File: config.mk
export PLATFORM = sky130hd
export DESIGN_NAME = estagio_escrita_ula
export DESIGN_NICKNAME = d
export VERILOG_FILES = /design/src/rtl/estagio_escrita_ula.sv
export SDC_FILE = /design/constraint.sdc
export NUM_CORES = 1
export LEC_CHECK = 0
export CORE_MARGIN = 8
export CORE_UTILIZATION = 53
export CTS_CLUSTER_SIZE = 12
export DETAILED_ROUTE_END_ITERATION = 8
export PLACE_DENSITY = 0.84
export SLEW_MARGIN = 20
export SYNTH_ARGS = -nofsm -noshare
export SYNTH_HDL_FRONTEND = slang
export SYNTH_SLANG_ARGS = --single-unit
File: constraint.sdc
create_clock -name clock -period 3.5 [get_ports clock]
set_input_delay 1.05 -clock clock [delete_from_list [all_inputs] [get_ports clock]]
set_output_delay 1.05 -clock clock [all_outputs]
set_load 0.05 [all_outputs]
File: src/rtl/estagio_escrita_ula.sv
// Writeback stage after the ULA: 2-entry commit buffer draining into the register bank and flags.
// Read ports bypass from buffered entries so the ULA always sees the newest value.
module estagio_escrita_ula #(
  parameter int unsigned bits_palavra = 16,
  parameter int unsigned num_regs     = 8,
  parameter int unsigned bits_end     = 3
) (
  input  logic                    clock,
  input  logic                    reset_n,
  input  logic                    in_valido,
  output logic                    in_pronto,
  input  logic [bits_palavra-1:0] in_resultado,
  input  logic [bits_end-1:0]     in_destino,
  input  logic                    in_escreve,
  input  logic [1:0]              in_classe,
  input  logic                    in_Z,
  input  logic                    in_C,
  input  logic                    in_S,
  input  logic                    in_O,
  input  logic                    comita,
  input  logic [bits_end-1:0]     end_a,
  input  logic [bits_end-1:0]     end_b,
  output logic [bits_palavra-1:0] operandoA,
  output logic [bits_palavra-1:0] operandoB,
  output logic                    Z,
  output logic                    C,
  output logic                    S,
  output logic                    O,
  output logic                    flags_pendentes,
  output logic [1:0]              ocupacao
);

  typedef struct packed {
    logic [bits_palavra-1:0] resultado;
    logic [bits_end-1:0]     destino;
    logic                    escreve;
    logic [1:0]              classe;
    logic                    z;
    logic                    c;
    logic                    s;
    logic                    o;
  } entrada_t;

  entrada_t                fila_q [2];
  logic                    cab_q;
  logic                    cauda_q;
  logic [1:0]              ocup_q;
  logic [bits_palavra-1:0] banco_q [num_regs];
  logic                    z_q, c_q, s_q, o_q;

  entrada_t nova;
  entrada_t velho;
  entrada_t jovem;
  logic     aceita;
  logic     drena;

  assign nova = '{resultado: in_resultado, destino: in_destino, escreve: in_escreve,
                  classe: in_classe, z: in_Z, c: in_C, s: in_S, o: in_O};

  assign in_pronto = (ocup_q < 2'd2);
  assign aceita    = in_valido & in_pronto;
  assign drena     = comita & (ocup_q != 2'd0);
  assign velho     = fila_q[cab_q];
  // The youngest entry always sits just behind the tail pointer.
  assign jovem     = fila_q[~cauda_q];

  always_ff @(posedge clock) begin
    if (aceita) begin
      fila_q[cauda_q] <= nova;
    end
  end

  always_ff @(posedge clock or negedge reset_n) begin
    if (!reset_n) begin
      cab_q   <= 1'b0;
      cauda_q <= 1'b0;
      ocup_q  <= 2'd0;
    end else begin
      if (aceita) begin
        cauda_q <= ~cauda_q;
      end
      if (drena) begin
        cab_q <= ~cab_q;
      end
      if (aceita && !drena) begin
        ocup_q <= ocup_q + 2'd1;
      end else if (drena && !aceita) begin
        ocup_q <= ocup_q - 2'd1;
      end
    end
  end

  always_ff @(posedge clock or negedge reset_n) begin
    if (!reset_n) begin
      for (int i = 0; i < int'(num_regs); i++) begin
        banco_q[i] <= '0;
      end
    end else if (drena && velho.escreve) begin
      banco_q[velho.destino] <= velho.resultado;
    end
  end

  always_ff @(posedge clock or negedge reset_n) begin
    if (!reset_n) begin
      z_q <= 1'b0;
      c_q <= 1'b0;
      s_q <= 1'b0;
      o_q <= 1'b0;
    end else if (drena) begin
      case (velho.classe)
        2'b11: begin
          z_q <= velho.z;
          c_q <= velho.c;
          s_q <= velho.s;
          o_q <= velho.o;
        end
        2'b10: begin
          z_q <= velho.z;
          c_q <= velho.c;
          s_q <= velho.s;
        end
        2'b01: begin
          z_q <= velho.z;
          s_q <= velho.s;
        end
        default: ;
      endcase
    end
  end

  // Older match first, younger match overrides it.
  always_comb begin
    operandoA = banco_q[end_a];
    operandoB = banco_q[end_b];
    if (ocup_q == 2'd2 && velho.escreve && velho.destino == end_a) begin
      operandoA = velho.resultado;
    end
    if (ocup_q == 2'd2 && velho.escreve && velho.destino == end_b) begin
      operandoB = velho.resultado;
    end
    if (ocup_q != 2'd0 && jovem.escreve && jovem.destino == end_a) begin
      operandoA = jovem.resultado;
    end
    if (ocup_q != 2'd0 && jovem.escreve && jovem.destino == end_b) begin
      operandoB = jovem.resultado;
    end
  end

  assign flags_pendentes = (ocup_q != 2'd0 && jovem.classe != 2'b00) ||
                           (ocup_q == 2'd2 && velho.classe != 2'b00);

  assign ocupacao = ocup_q;
  assign Z        = z_q;
  assign C        = c_q;
  assign S        = s_q;
  assign O        = o_q;

endmodule

Yosys cells after proc, flatten, opt, wreduce, memory -nomap -nowiden
Memory sizes are Yosys's and may differ from the RTL's.
Index checks and enable logic that the tools add are counted.
{"block": "classes", "addsub": 2, "order_cmp": 5, "eq_ne": 8, "n_mux": 17, "bitwise": 7, "reduce_logical": 24}
{"op": "two-way mux 16 bit", "count": 9}
{"op": "bitwise mux 128 bit", "count": 1}
{"op": "binary-select mux 16 bit (select 3 bit)", "count": 2}
{"op": "demux 16 bit (select 3 bit)", "count": 1}
{"op": "== test 3 bit", "count": 4}
{"op": "greater-or-equal comparator 4 bit, second input constant", "count": 3}
{"op": "logical AND 1 bit", "count": 12}
{"op": "NOT 3 -> 4 bit", "count": 3}
{"op": "nonzero test 2 bit", "count": 4}
{"op": "== test 2 bit, second input constant", "count": 3}
{"op": "AND reduction 2 bit", "count": 3}
{"op": "less-than comparator 4 x 1 -> 1 bit, second input constant", "count": 1}
{"op": "two-way mux 2 bit", "count": 2}
{"op": "OR reduction 3 bit", "count": 1}
{"op": "adder 2 x 1 -> 2 bit, second input constant", "count": 1}
{"op": "AND 1 bit", "count": 2}
{"op": "== test 2 x 1 -> 1 bit, second input constant", "count": 1}
{"op": "zero test 1 bit", "count": 2}
{"op": "less-than comparator 2 bit, second input constant", "count": 1}
{"op": "two-way mux 1 bit", "count": 2}
{"op": "NOT 1 bit", "count": 2}
{"op": "OR reduction 2 bit", "count": 1}
{"op": "subtractor 2 x 1 -> 2 bit, second input constant", "count": 1}
{"op": "logical OR 1 bit", "count": 1}
{"block": "totals", "ff_bits": 136, "ramBits": 52, "inputBits": 36, "out_inout_bits": 40, "wordCells": 79, "n_memories": 1}
{"name": "fila_q", "depth": 2, "width": 26, "rd": 2, "rd_clocked_by_memory_dff": 0, "write_ports": 1, "line_no": "44", "source": "entrada_t fila_q [2];"}

Longest topological paths before layout
Gate-level depths: netlist of the first run.
An unclocked memory read counts as a cell.
{"block": "depth", "depth_word": 7, "ltp_mapped": 8, "depth_no_buf": 6}

Least setup slack after synthesis of the first run
No wires, ideal clock.
{"block": "synth_path", "path_type": "input port to output port", "startpoint": "input port end_a[1]", "endpoint": "output port operandoA[13]", "t_arrival_ns": 2.952, "t_required_ns": 2.450, "path_slack_ns": -0.502, "path_stages": 6, "path_buffers": 2, "path_cell_list": "clkbuf_1 -> buf_1 -> mux4_2 -> mux2i_1 -> mux2_1 -> o21ai_1"}
{"block": "synth_between", "elab_chain_cells": 6, "elab_cells_between_ends": 10, "classes_between": "eq/ne: 2; mux: 5; bitwise: 1; reduce/logical: 2"}
{"element": "start: declaration", "line_no": "21", "source": "input logic [bits_end-1:0] end_a,"}
{"element": "NOT 3 -> 4 bit (not written as such)", "line_no": "133", "source": "operandoA = banco_q[end_a];"}
{"element": "binary-select mux 16 bit (select 3 bit)", "line_no": "133"}
{"element": "two-way mux 16 bit (not written as such) (2 in series)", "line_no": "133"}
{"element": "two-way mux 16 bit", "line_no": "135", "source": "if (ocup_q == 2'd2 && velho.escreve && velho.destino == end_a) begin"}
{"element": "two-way mux 16 bit *", "line_no": "141", "source": "if (ocup_q != 2'd0 && jovem.escreve && jovem.destino == end_a) begin"}
{"element": "end: declaration", "line_no": "23", "source": "output logic [bits_palavra-1:0] operandoA,"}
Mark *: on every way between the ends. The rest lies on a longest branch, timed or not. The select of a mux whose other input is x is not followed.

Final worst setup path of the first run
{"block": "layout_path", "startpoint": "input port end_a[0]", "endpoint": "output port operandoA[12]"}
Same word-level chain as after synthesis.

==> results of run 1 <==
==> worst max-delay path, cell delays in order <==
cell and delay (ns):
buf_8 0.09, buf_12 0.12, buf_12 0.13, buf_4 0.13, mux4_2 0.54, mux2i_1 0.38, mux2_4 0.27, o21ai_4 0.07
buf_12 0.15
==> repair_timing <==
item / in CTS / in global routing
gates cloned: 10 / 0
setup buffers: 22 / 0
pin swaps: 8 / 4
resized for setup: 77 / 12
endpoints found under the setup margin: 32 / 32
==> sequential cells by signal (all words and copies together) (netlist names) <==
signal,cells
C,1
cauda_q,1
Z,1
cab_q,1
banco_q,128
O,1
S,1
ocupacao,2
fila_q,52
==> metal layers <==
layer / global-route usage [%] / share of wire (%) / vias up / wire, um
li1: - / - / 3295 / -
met1: 36.6 / 31 / 4383 / 12500
met2: 53.0 / 46 / 1068 / 18700
met3: 10.9 / 14 / 318 / 5770
met4: 24.5 / 8.7 / 0 / 3520
met5: 0 / 0 / - / 0
==> area by class of cell <==
class / instances / area, um^2
well taps: 234 / 293
multi-input cells: 562 / 5190
clock buffers: 22 / 465
flip-flops and latches: 188 / 4970
fillers: 892 / 4950
inverters: 4 / 18.8
repair buffers: 192 / 2570
clock inverters: 10 / 65.1
==> path summary, 6_finish.rpt <==
check	start	endpoint	slack [ns]	depth (start not counted)
setup / recovery	end_a[0]	operandoA[12]	-0.48	9
hold / removal	reset_n	banco_q[3]$_DFFE_PN0P_	0.49	1
setup reg to reg	ocupacao[0]$_DFFE_PN0P_	banco_q[68]$_DFFE_PN0P_	0.91	8
hold reg to reg	banco_q[96]$_DFFE_PN0P_	banco_q[96]$_DFFE_PN0P_	0.52	2
max in group asynchronous	reset_n	banco_q[5]$_DFFE_PN0P_	2.22	2
min in group clock	banco_q[96]$_DFFE_PN0P_	banco_q[96]$_DFFE_PN0P_	0.52	2
==> power groups by stage <==
| stage | clock (mW) | combinational, mW | sequential, mW |
|---|---|---|---|
| 2_1_floorplan | 0 | 4.32 | 3.76 |
| 3_3_place_gp | 0 | 6.62 | 3.79 |
| 3_5_place_dp | 0 | 6.82 | 3.90 |
| 4_1_cts | 1.78 | 7.33 | 3.92 |
| 5_1_grt | 1.90 | 8.10 | 4.22 |
| 6_report | 1.85 | 7.90 | 4.18 |
==> cells by family after synthesis <==
kind of cell	Yosys count	share of synthesized area, %
buf+inv	64	3.06
flops	188	50.2
compound gates	177	9.98
xor+xnor	17	1.51
mux	173	27.1
fa+ha+maj	1	0.126
simple gates	194	8.07
==> cells in the final DEF, fill, tap and decap left out, drive strengths merged, types with 4 or more instances in the layout <==
cell type	instances
mux2i	60
clkdlybuf4s50	35
buf	151
nand2	67
o21ai	66
inv	7
mux4	64
mux2	49
xnor2	9
edfxtp	52
clkbuf	24
clkinv	4
nor2	112
xor2	8
dfrtp	136
a21oi	101
==> per-stage QoR <==
stage,worst slack (ns),instance area [um^2],setup TNS (ns)
floorplan,0.00236,10300,0
global placement,-0.416,12200,-12.51
detailed placement,-0.490,12200,-13.63
CTS,-0.181,13500,-4.95
global route,-0.495,13600,-9.73
finish,-0.478,13600,-8.06
==> reports/results.txt, run 1 <==
ys async rst share: 72.3%
EDFF count, synth: 52
Tcrit/Tclk final: 114%
GRT Residual Overflow: 0
htree depth: 4
Hold Path Class: in2async
sw frac: 44.5%
Port-buffer cells: 75
Worst EP required: 2.45 ns
count leader, synth: dfrtp_1
largest net degree at the start of global routing: 59
total power: 13.9 mW
Max VDD drop: 371 uV
Vias: 9064
Final Hold Fails: 0
failing checks: negative setup slack
TritonCTS clock tree: yes
dpl cells: 1148
Worst Skew: 0.0140 ns
CTS Sinks: 188
Cells after Synth: 814
crit end category: primary output
final wirelength: 40400 um
Final Max Tran Viols: 0
status: finished with violations
Clk pwr share: 13.3%
Worst-path clk slew: 0.07 ns
maximum fanout along the worst path: 5
GP Congestion: 0.841
slew margin rel.: 53.6%
Avg Cell Area, Syn: 12.2 um^2
I/O Pins: 76
Die Span Y: 153 um
vias in the first global route: 9364
clk_lat worst skew: 0.45 ns
CTS Hold Bufs: 0
vias per cell: 7.48
layout cells sized above 1: 38.8%
die area: 23300 um^2
final worst setup slack: -0.478 ns
Avg WL per Cell: 33.4 um
Lkg Pwr: 5.52 nW
HPWL after DPL: 18200 um
core footprint: 18500 um^2
critical path data arrival time: 2.93 ns
final setup fails: 32
DRT iter0 DRCs: 1685
first-pass GRT wire length: 58300 um
GRT Total Usage: 33.1%
DRC: 0
Fmax achieved: 251 MHz
Post-synth top cells: 136 x dfrtp_1, 110 x nor2_1, 101 x a21oi_1, 67 x nand2_1, 64 x mux4_2
Initial Util: 53.4%
Synth area leaders: dfrtp_1 34%, edfxtp_1 16%, mux4_2 15%
P per Cell Area: 1030 nW/um^2
startpoint class of the critical path: input port
# diodes: 0
Synth Flop Type: dfrtp_1
row count: 50
Layout Cells excl Fill: 1212
Area Growth Syn to Fin: 37.2%
Synth Register Bits: 188
post-synth cell types: 43
post-synth top area share: 34.4%
post-synthesis sequential area ratio: 50.2%
worst hold margin: 0.486 ns
Worst-Margin Slew: 0.676 ns
CTS Buf Count: 17
part of the power in registers: 30.0%
clk root buf: clkbuf_16
total iterations of the first detailed-routing run: 9
Psw: 6.20 mW
Final min period: 3.98 ns
mapped cell area: 9890 um^2
Nets: 1002
Clock Tree Buf Depth: 2
leading area contributor after synthesis: dfrtp_1
final core utilization: 73.3%
CP Class: in2out
post-route ant nets: 0
Syn Nets: 851
Synth Warn #: 0
RSZ-0062 raised after global routing: yes
Die W: 153 um
combinational group share of total power: 56.7%
initial antenna violation count: 0
Max-Cap Viols: 0
Int Pwr: 7.73 mW
Power figures use the tool's default switching activity.
==> run 2: changes to the inputs <==
Settings changed: CORE_MARGIN 8 to 2.
==> reports/results.txt, run 2 (synthesized netlist as in run 1, its figures left out) <==
Worst path max stage delay: 0.58 ns (+0.04 ns)
HPWL after DPL: 16900 um (-6.8%)
TritonCTS clock tree: yes
final wirelength: 42100 um (+4.0%)
final worst setup slack: -0.360 ns (+0.117 ns)
Final Hold Fails: 0 (unchanged)
crit end category: primary output
final setup fails: 32 (unchanged)
worst r2r src: cab_q$_DFFE_PN0P_
Top reg by flops: banco_q
critical path, cell by cell: mux2i_4 > xor2_1 > nand4_4 > buf_12 > mux2_4 > o21ai_4 > buf_12
DRC: 0 (unchanged)
critical path data arrival time: 2.81 ns (-0.12 ns)
I/O Pins: 76 (unchanged)
Worst-path clk slew: 0.07 ns (about the same)
slew margin rel.: 45.5% (-8.1 points)
Die W: 141 um (-7.9%)
status: finished with violations
Final Max Tran Viols: 0 (unchanged)
hold path depth: 2
CTS Buf Count: 17 (unchanged)
Filler cells: 765 (-14%)
Final min period: 3.86 ns (-0.117 ns)
htree depth: 4 (unchanged)
clk_lat worst skew: 0.47 ns (+0.02 ns)
Initial Util: 54.5% (+1.1 points)
Hold Path Class: reg2reg
Lkg Pwr: 5.60 nW (+1.5%)
post-route ant nets: 0 (unchanged)
DRT iter0 DRCs: 1846 (+9.6%)
P per Cell Area: 1060 nW/um^2 (+2.8%)
Nets: 1002 (unchanged)
commonest non-fill, non-tap cell in the layout: dfrtp_1
pre-CTS setup slack: -0.514 ns (-0.0240 ns)
crit path launch: fila_q[1][8]$_DFFE_PP_
Vias: 9234 (+1.9%)
Avg WL per Cell: 34.8 um (+4.3%)
Max-Cap Viols: 0 (unchanged)
Worst Skew: 0.0183 ns (+0.00432 ns)
Hold Path Origin: banco_q[97]$_DFFE_PN0P_
Die Span Y: 141 um (-7.9%)
initial antenna violation count: 4 (+4)
vias per cell: 7.64 (+2.1%)
GRT Residual Overflow: 0 (unchanged)
GRT Total Usage: 37.1% (+4.0 points)
most frequent CP cell: buf_12
Fmax achieved: 259 MHz (+3.0%)
vias in the first global route: 8854 (-5.4%)
Clock Tree Buf Depth: 2 (unchanged)
Tcrit/Tclk final: 110% (-3.4 points)
RR Endpoint: banco_q[26]$_DFFE_PN0P_
failing checks: negative setup slack
total iterations of the first detailed-routing run: 7 (-2)
CTS Hold Bufs: 0 (unchanged)
R2R setup slack: 0.74 ns (-0.17 ns)
Min-Delay Endpoint: banco_q[97]$_DFFE_PN0P_
core footprint: 18100 um^2 (-2.0%)
layout cells sized above 1: 40.6% (+1.8 points)
CP Class: reg2out
clk root buf: clkbuf_16
Area Growth Syn to Fin: 39.7%
RSZ-0062 raised after global routing: yes
die area: 19800 um^2 (-15%)
GP Congestion: 0.852 (+1.3%)
largest net degree at the start of global routing: 137 (+130%)
r2r worst-path depth: 9 (+1)
Max VDD drop: 550 uV (+48%)
Worst EP required: 2.45 ns (about the same)
row count: 49 (-2.0%)
startpoint class of the critical path: flip-flop
first-pass GRT wire length: 54500 um (-6.4%)
slowest CP cell: edfxtp_1
CTS Sinks: 188 (unchanged)
total power: 14.6 mW (+4.7%)
commonest cells after routing, fill and taps aside: 133 x dfrtp_1, 106 x nor2_1, 101 x a21oi_1, 65 x buf_12
Worst-Margin Slew: 0.817 ns (+0.141 ns)
Port-buffer cells: 75 (unchanged)
max reg flops: 128 (unchanged)
maximum fanout along the worst path: 8 (+3)
-- run 2: how the worst max path moves through the flow --
| stage | end | slack, ns |
|---|---|---|
| 2_1_floorplan | operandoA[10] | 0.002 |
| 3_3_place_gp | operandoB[12] | -0.46 |
| 3_5_place_dp | operandoA[15] | -0.51 |
| 4_1_cts | operandoB[13] | -0.10 |
| 5_1_grt | operandoA[1] | -0.37 |
| 6_report | operandoA[2] | -0.36 |
-- run 2: stage by stage --
stage               area, um^2  hold WS [ns]  utilization (%)  cells  TNS, ns
finish                   13800         0.522             76.1   1209    -8.89
global route             13800         0.553             76.1   1207    -9.42
detailed placement       12100         0.493             66.9   1135   -14.65
CTS                      13400         0.516             73.9   1189    -2.48
floorplan                10300         0.468                -    814        0
global placement         12100         0.480             66.9   1135   -13.64
-- run 2: critical path, delay by kind of cell, from the launching register on --
| kind | cells | cell delay [ns] |
|---|---|---|
| compound gates | 1 | 0.20 |
| xor+xnor | 1 | 0.27 |
| buf+inv | 2 | 0.40 |
| mux | 2 | 0.64 |
| flops | 1 | 0.58 |
| simple gates | 1 | 0.25 |
-- run 2: cell type report --
cell class                      count  area [um^2]  area share (%)
Clock inverter                      7         98.8           0.715
Sequential cell                   188         4970            36.0
Inverter                            4         18.8           0.136
Clock buffer                       25          538            3.89
Tap cell                          229          287            2.07
Timing Repair Buffer              192         2610            18.9
Antenna cell                        2         5.00          0.0362
Multi-Input combinational cell    562         5290            38.3
-- run 2: where the power goes --
group | switching (mW) | leakage [nW] | internal (mW) | total [mW]
clock | 0.929 | 0.307 | 1.22 | 2.15
combinational | 4.58 | 3.21 | 3.72 | 8.30
sequential | 0.953 | 2.09 | 3.19 | 4.14
-- run 2: layer usage --
layer  vias up  routed length [um]  share of wire, %  GRT usage (%)
met4         2                4470                11           23.4
met1      4362               12800                31           44.4
met5         -                   9             0.021              0
met3       434                6560                16           9.48
li1       3294                   -                 -              -
met2      1142               18200                43           60.4
-- run 2: timing repair --
| item | 4_1_cts | 5_1_grt |
|---|---|---|
| endpoints found under the setup margin | 32 | 32 |
| cloned | 9 | 2 |
| buffers inserted | 13 | 17 |
| pin swaps | 4 | 7 |
| gates resized for setup | 81 | 46 |
